[src/rtl/btn_event_if.sv]
// Button/event and register-bus signal bundle for btn_event.
// Handshake: the bus side has no valid/ready pair; a cycle is requested by raising wb_cyc,
// and the slave answers with a single-cycle wb_ack one clock later. Read data is only
// meaningful while wb_ack=1. The button side is qualified by btn_stb: btn_val is sampled
// only in cycles where btn_stb=1.
interface btn_event_if;
    logic        btn_val;
    logic        btn_stb;
    logic        btn_state;
    logic        evt_short;
    logic        evt_long;
    logic        rst_req;
    logic        wb_addr;
    logic [31:0] wb_rdata;
    logic [31:0] wb_wdata;
    logic        wb_we;
    logic        wb_cyc;
    logic        wb_ack;
    logic [1:0]  dbg_state;

    modport master (
        output btn_val, btn_stb, wb_addr, wb_wdata, wb_we, wb_cyc,
        input  btn_state, evt_short, evt_long, rst_req, wb_rdata, wb_ack, dbg_state
    );

    modport slave (
        input  btn_val, btn_stb, wb_addr, wb_wdata, wb_we, wb_cyc,
        output btn_state, evt_short, evt_long, rst_req, wb_rdata, wb_ack, dbg_state
    );
endinterface

[src/rtl/btn_event.sv]
// Button debouncer and press classifier: turns strobed raw samples into a debounced level,
// short/long release events and a reset request after a very long hold, with event
// counters readable (and clearable) over a tiny two-register bus.
module btn_event #(
    parameter int DB_LEN   = 8,
    parameter int LONG_LEN = 1000,
    parameter int RST_LEN  = 4000
) (
    input  logic        clk,
    input  logic        rst,
    btn_event_if.slave  bus
);

    typedef enum logic [1:0] {
        S_IDLE  = 2'd0,
        S_PRESS = 2'd1,
        S_LONG  = 2'd2,
        S_RST   = 2'd3
    } state_t;

    localparam logic [7:0]  DB_MAX = 8'(DB_LEN - 1);
    localparam logic [15:0] LONG_V = 16'(LONG_LEN);
    localparam logic [15:0] RST_V  = 16'(RST_LEN);

    state_t      state;
    logic        btn_state;
    logic [7:0]  db_cnt;
    logic [15:0] hold_cnt;
    logic [15:0] hold_inc;
    logic        evt_short;
    logic        evt_long;
    logic        rst_req;
    logic [7:0]  short_cnt;
    logic [7:0]  long_cnt;
    logic        rst_seen;
    logic        wb_ack;
    logic [31:0] wb_rdata;
    logic        bus_start;
    logic        clr;
    logic [31:0] reg0;
    logic [31:0] reg1;
    logic        unused_wdata;

    // Write data carries no information: any write to address 1 is a clear.
    assign unused_wdata = ^bus.wb_wdata;

    assign hold_inc  = (hold_cnt == 16'hFFFF) ? hold_cnt : hold_cnt + 16'd1;
    assign bus_start = bus.wb_cyc & ~wb_ack;
    assign clr       = bus_start & bus.wb_we & bus.wb_addr;
    assign reg0      = {hold_cnt, 13'd0, state, btn_state};
    assign reg1      = {15'd0, rst_seen, long_cnt, short_cnt};

    // Debounce: a run of DB_LEN strobed samples disagreeing with the level flips it.
    always_ff @(posedge clk or posedge rst) begin
        if (rst) begin
            btn_state <= 1'b0;
            db_cnt    <= 8'd0;
        end else if (bus.btn_stb) begin
            if (bus.btn_val == btn_state) begin
                db_cnt <= 8'd0;
            end else if (db_cnt == DB_MAX) begin
                btn_state <= ~btn_state;
                db_cnt    <= 8'd0;
            end else begin
                db_cnt <= db_cnt + 8'd1;
            end
        end
    end

    // Press classifier: counts held strobes and emits one registered pulse per outcome.
    always_ff @(posedge clk or posedge rst) begin
        if (rst) begin
            state     <= S_IDLE;
            hold_cnt  <= 16'd0;
            evt_short <= 1'b0;
            evt_long  <= 1'b0;
            rst_req   <= 1'b0;
        end else begin
            evt_short <= 1'b0;
            evt_long  <= 1'b0;
            rst_req   <= 1'b0;
            case (state)
                S_IDLE: begin
                    if (btn_state) begin
                        state    <= S_PRESS;
                        hold_cnt <= 16'd0;
                    end
                end
                S_PRESS: begin
                    if (!btn_state) begin
                        evt_short <= 1'b1;
                        state     <= S_IDLE;
                    end else if (bus.btn_stb) begin
                        hold_cnt <= hold_inc;
                        if (hold_inc >= LONG_V) state <= S_LONG;
                    end
                end
                S_LONG: begin
                    if (!btn_state) begin
                        evt_long <= 1'b1;
                        state    <= S_IDLE;
                    end else if (bus.btn_stb) begin
                        hold_cnt <= hold_inc;
                        if (hold_inc >= RST_V) begin
                            rst_req <= 1'b1;
                            state   <= S_RST;
                        end
                    end
                end
                S_RST: begin
                    // The reset request already fired; the release is silent.
                    if (!btn_state) begin
                        state <= S_IDLE;
                    end else if (bus.btn_stb) begin
                        hold_cnt <= hold_inc;
                    end
                end
                default: state <= S_IDLE;
            endcase
        end
    end

    // Event statistics; a clear colliding with an event keeps that event's count.
    always_ff @(posedge clk or posedge rst) begin
        if (rst) begin
            short_cnt <= 8'd0;
            long_cnt  <= 8'd0;
            rst_seen  <= 1'b0;
        end else if (clr) begin
            short_cnt <= evt_short ? 8'd1 : 8'd0;
            long_cnt  <= evt_long  ? 8'd1 : 8'd0;
            rst_seen  <= rst_req;
        end else begin
            if (evt_short && short_cnt != 8'hFF) short_cnt <= short_cnt + 8'd1;
            if (evt_long  && long_cnt  != 8'hFF) long_cnt  <= long_cnt + 8'd1;
            if (rst_req) rst_seen <= 1'b1;
        end
    end

    // Bus responder: ack one cycle after cyc, read data only alongside ack.
    always_ff @(posedge clk or posedge rst) begin
        if (rst) begin
            wb_ack   <= 1'b0;
            wb_rdata <= 32'd0;
        end else begin
            wb_ack   <= bus_start;
            wb_rdata <= bus_start ? (bus.wb_addr ? reg1 : reg0) : 32'd0;
        end
    end

    assign bus.btn_state = btn_state;
    assign bus.evt_short = evt_short;
    assign bus.evt_long  = evt_long;
    assign bus.rst_req   = rst_req;
    assign bus.wb_ack    = wb_ack;
    assign bus.wb_rdata  = wb_rdata;
    assign bus.dbg_state = state;

endmodule

[src/flat_wrapper.sv]
// flat-port wrapper written by rule: the top's interface ports become plain ports
module btn_event_flat 
#(
    parameter int DB_LEN   = 8,
    parameter int LONG_LEN = 1000,
    parameter int RST_LEN  = 4000
)
  (clk, rst, bus_btn_val, bus_btn_stb, bus_wb_addr, bus_wb_wdata, bus_wb_we, bus_wb_cyc, bus_btn_state, bus_evt_short, bus_evt_long, bus_rst_req, bus_wb_rdata, bus_wb_ack, bus_dbg_state);
  btn_event_if bus_i ();
  input  logic clk;
  input  logic rst;
  input wire logic [$bits(bus_i.btn_val)-1:0] bus_btn_val;
  input wire logic [$bits(bus_i.btn_stb)-1:0] bus_btn_stb;
  input wire logic [$bits(bus_i.wb_addr)-1:0] bus_wb_addr;
  input wire logic [$bits(bus_i.wb_wdata)-1:0] bus_wb_wdata;
  input wire logic [$bits(bus_i.wb_we)-1:0] bus_wb_we;
  input wire logic [$bits(bus_i.wb_cyc)-1:0] bus_wb_cyc;
  output wire logic [$bits(bus_i.btn_state)-1:0] bus_btn_state;
  output wire logic [$bits(bus_i.evt_short)-1:0] bus_evt_short;
  output wire logic [$bits(bus_i.evt_long)-1:0] bus_evt_long;
  output wire logic [$bits(bus_i.rst_req)-1:0] bus_rst_req;
  output wire logic [$bits(bus_i.wb_rdata)-1:0] bus_wb_rdata;
  output wire logic [$bits(bus_i.wb_ack)-1:0] bus_wb_ack;
  output wire logic [$bits(bus_i.dbg_state)-1:0] bus_dbg_state;
  assign bus_i.btn_val = bus_btn_val;
  assign bus_i.btn_stb = bus_btn_stb;
  assign bus_i.wb_addr = bus_wb_addr;
  assign bus_i.wb_wdata = bus_wb_wdata;
  assign bus_i.wb_we = bus_wb_we;
  assign bus_i.wb_cyc = bus_wb_cyc;
  assign bus_btn_state = bus_i.btn_state;
  assign bus_evt_short = bus_i.evt_short;
  assign bus_evt_long = bus_i.evt_long;
  assign bus_rst_req = bus_i.rst_req;
  assign bus_wb_rdata = bus_i.wb_rdata;
  assign bus_wb_ack = bus_i.wb_ack;
  assign bus_dbg_state = bus_i.dbg_state;
  btn_event #(.DB_LEN(DB_LEN), .LONG_LEN(LONG_LEN), .RST_LEN(RST_LEN)) u_core (.clk(clk), .rst(rst), .bus(bus_i));
endmodule
[config.mk]
export PLATFORM = sky130hd
export DESIGN_NAME = btn_event_flat
export DESIGN_NICKNAME = d
export VERILOG_FILES = /design/src/rtl/btn_event_if.sv /design/src/rtl/btn_event.sv /design/src/flat_wrapper.sv
export SDC_FILE = /design/constraint.sdc
export NUM_CORES = 1
export LEC_CHECK = 0
export BUFFER_PORTS_ARGS = -buffer_cell sky130_fd_sc_hd__buf_2
export CAP_MARGIN = 30
export CORE_MARGIN = 1
export CORE_UTILIZATION = 45
export DETAILED_ROUTE_END_ITERATION = 10
export PLACE_DENSITY = 0.71
export SLEW_MARGIN = 5
export SYNTH_ARGS = -nofsm -noshare
export SYNTH_HDL_FRONTEND = slang
export SYNTH_SLANG_ARGS = --single-unit
[constraint.sdc]
create_clock -name clk -period 2.8 [get_ports clk]
set_input_delay 0.42 -clock clk [delete_from_list [all_inputs] [get_ports clk]]
set_output_delay 0.42 -clock clk [all_outputs]
set_load 0.05 [all_outputs]
==> results by group <==
Run status
  – Outcome: completed

Route
  – Routed WL per cell: 14.6 um
  – Via density: 5.64
  – DRC: 0
  – Drt pass-1 iters: 5
  – Vias after detailed routing: 3014
  – Initial drt markers: 160
  – Detailed-route wire length: 7820 um
  – Post-route ant nets: 0

CTS
  – H-tree levels: 3
  – Cts repair resizes: 0
  – Num CTS Buffers: 9
  – CTS tree: done
  – Clock Path Buffers: 2
  – Postcts setup bufs: 0
  – Hold Buf Count CTS: 0
  – Clk root buf: clkbuf_8
  – CTS sink count: 80
  – Reg clk slew, reported paths: about 0.080 ns
  – Worst skew pair latency: 0.35 ns

Yosys
  – Top-area cell type share of the netlist area: 51.4%
  – Dominant combinational cell family by area after synthesis: simple AND/OR/NAND/NOR gates
  – Synthesis-stage register bit count: 80
  – Post-synthesis compound-gate area fraction: about 12%
  – Synth Area in XOR/XNOR: 3.60%
  – Synth warn: 0
  – Mapped Cells: approximately 380
  – Mux contribution to synthesized area: 3.37%
  – Synth Area in Simple Gates: 24.0%
  – Synthesized Nets: about 430
  – Post-synthesis area per instance: slightly above 10 um2
  – Yosys cell types: 59
  – Cell taking the most area after synthesis: dfrtp_1
  – Primary FF master, synth: dfrtp_1
  – Asr flop ratio synth: 100%
  – Synth top area cells: dfrtp_1 51%, nor2_1 3.4%, mux2i_1 3.1%
  – Post-synthesis sequential area ratio: around 51%
  – Synthesized area: 3900 um2
  – EDFF count, synth: 0
  – Adder-cell share of the synthesized area: 1.28%

Floorplanning
  – Core Box Area: 8300 um2
  – DIE HEIGHT: 95.1 um
  – FP Rows: 33
  – Die X: 95.1 um
  – Initial Util: 46.9%
  – # IOs: slightly below 80
  – Die area: about 9000 um2

Place
  – I/O Buffers: 45
  – Gpl congestion: roughly 0.89
  – Post-DP HPWL: between 5000 and 6000 um
  – Post-Place Cells: 518

Critical path
  – Worst path arrival time: 2.75 ns
  – Worst r2r dst: u_core.bus.dbg_state[1]$_DFFE_PP0P_
  – Crit path kind: reg2reg
  – Critical path fanouts, max: 6
  – Reg2Reg Depth: 8
  – Startpoint Class: flip-flop
  – CP required: 3.03 ns
  – Reg2reg start: u_core.hold_cnt[0]$_DFFE_PP0P_
  – Crit. End Element: flip-flop
  – R2r setup slk: between 0.2 and 0.3 ns

Timing
  – Post-route setup TNS: 0 ns
  – Max-slew violation count: 0
  – Slew headroom: between 50 and 60%
  – Fin. Hold Viols: 0
  – # setup viols final: 0
  – Hold slack final: 0.0987 ns
  – Unrepaired setup endpoints after global routing: false
  – Worst slew pin tran: 0.636 ns
  – Crit path time final: roughly 2.5 ns
  – Final period utilization: 89.8%
  – Worst Skew: 0.0101 ns
  – Max Clock Freq: just under 400 MHz

Layout
  – Leading cell type in the layout, fill and taps excluded: dfrtp_1
  – Nets: ~470
  – Highest-count cells in the layout ignoring fill and taps: 80 x dfrtp_1, 45 x buf_2, 35 x nor2_1, 24 x nand2_1
  – Synthesis-to-finish area growth: 13.1%
  – Layout Cells excl Fill: 534
  – Antenna cells: 0
  – Share of cells above drive strength 1: 19.8%

Pwr
  – Power per cell area: 640 nW/um2
  – Leak: 0.00215 uW
  – VDD IR max: 0.437 mV

Min path
  – Worst hold path class: in2async

Run
  – Max_cap viols: 0

Global route
  – Overall global routing resource usage: slightly below 20%
  – Largest net degree at the start of global routing: 37
  – Initial antenna violation count: 0
  – Total gr overflow: 0
  – Number of global-route vias before repair: 2747
  – First-pass GRT wire length: 13500 um
[how the worst max path moves through the flow]
stage | from | end | slack [ns] | cells after the start
floorplan | rst | u_core.bus.btn_state$_DFFE_PP0P_ | 0.33 | 1
global placement | u_core.hold_cnt[0]$_DFFE_PP0P_ | u_core.bus.dbg_state[1]$_DFFE_PP0P_ | 0.36 | 8
detailed placement | u_core.hold_cnt[0]$_DFFE_PP0P_ | u_core.bus.dbg_state[1]$_DFFE_PP0P_ | 0.33 | 8
CTS | u_core.hold_cnt[0]$_DFFE_PP0P_ | u_core.bus.dbg_state[1]$_DFFE_PP0P_ | 0.30 | 8
global route | u_core.hold_cnt[0]$_DFFE_PP0P_ | u_core.bus.dbg_state[1]$_DFFE_PP0P_ | 0.10 | 8
finish | u_core.hold_cnt[0]$_DFFE_PP0P_ | u_core.bus.dbg_state[1]$_DFFE_PP0P_ | 0.29 | 8
[sequential cells by signal, indices dropped and copies added (netlist names)]
register and cells:
u_core.bus.btn_state 1, u_core.bus.dbg_state 2, u_core.bus.evt_long 1, u_core.bus.evt_short 1, u_core.bus.rst_req 1, u_core.bus.wb_ack 1
u_core.bus.wb_rdata 32, u_core.db_cnt 8, u_core.hold_cnt 16, u_core.long_cnt 8, u_core.rst_seen 1, u_core.short_cnt 8
[cell families (layout without fill, tap and decap cells)]
kind of cell | count (synthesis) | count (layout)
XOR/XNOR | 16 | 16
buffers and inverters | 34 | 81
AO/OA/AOI/OAI | 76 | 76
adder cells (fa/ha/maj) | 4 | 4
AND/OR/NAND/NOR | 159 | 159
multiplexers | 13 | 13
flip-flops | 80 | 80
[worst max-delay path: stages, from the launching register on]
cell and delay [ns]:
dfrtp_1 0.49, ha_1 0.31, nand4_4 0.18, nor4_2 0.39, mux2i_1 0.29, nand4b_1 0.18
a211oi_2 0.32, nor2_1 0.08, o21a_1 0.17
[power breakdown]
| part | switching [uW] | leakage, uW | internal, uW | total, uW |
|---|---|---|---|---|
| clock network | 407 | 0.0000958 | 399 | 805 |
| logic | 406 | 0.000947 | 214 | 620 |
| registers | 147 | 0.00111 | 1250 | 1400 |
| total | 961 | 0.00215 | 1860 | 2820 |
[cells in the mapped netlist, drive strengths merged (2+ instances only)]
cell type,number
nor4,5
nor2,37
and2,18
nor3b,3
clkbuf,11
a21oi,17
o21a,4
o21ai,22
xnor2,8
nand2,25
nand3,19
buf,10
o31ai,7
or3,6
mux2i,12
dfrtp,80
o22a,2
a31oi,7
a22o,3
and3,18
nor3,8
xor2,8
nand4b,2
nand2b,5
o22ai,2
o41ai,2
inv,13
ha,4
nand4,8
[final cells by class]
cell class | count | area (um2)
Clock inverter | 3 | 25.0
Tap cell | 105 | 131
Clock buffer | 13 | 169
Multi-Input combinational cell | 268 | 1740
Timing Repair Buffer | 52 | 290
Sequential cell | 80 | 2000
Fill cell | 747 | 3890
Inverter | 13 | 48.8
[metrics by stage]
| step | worst slack [ns] | instance area, um2 | util (%) | power (uW) |
|---|---|---|---|---|
| global placement | 0.356 | 4210 | 50.8 | 2020 |
| finish | 0.286 | 4410 | 53.1 | 2820 |
| CTS | 0.301 | 4410 | 53.1 | 2850 |
| global route | 0.105 | 4410 | 53.1 | 2990 |
| floorplan | 0.328 | 3900 | - | 1850 |
| detailed placement | 0.326 | 4210 | 50.8 | 2040 |
[routing by layer]
| layer | track usage (%) | vias to the layer above | share of wire (%) |
|---|---|---|---|
| li1 | - | 1438 | - |
| met1 | 27.7 | 1466 | 47 |
| met2 | 29.3 | 99 | 46 |
| met3 | 3.59 | 11 | 5.0 |
| met4 | 8.84 | 0 | 1.7 |
| met5 | 0 | - | 0 |
No activity file was read; power rests on OpenSTA's default activity.
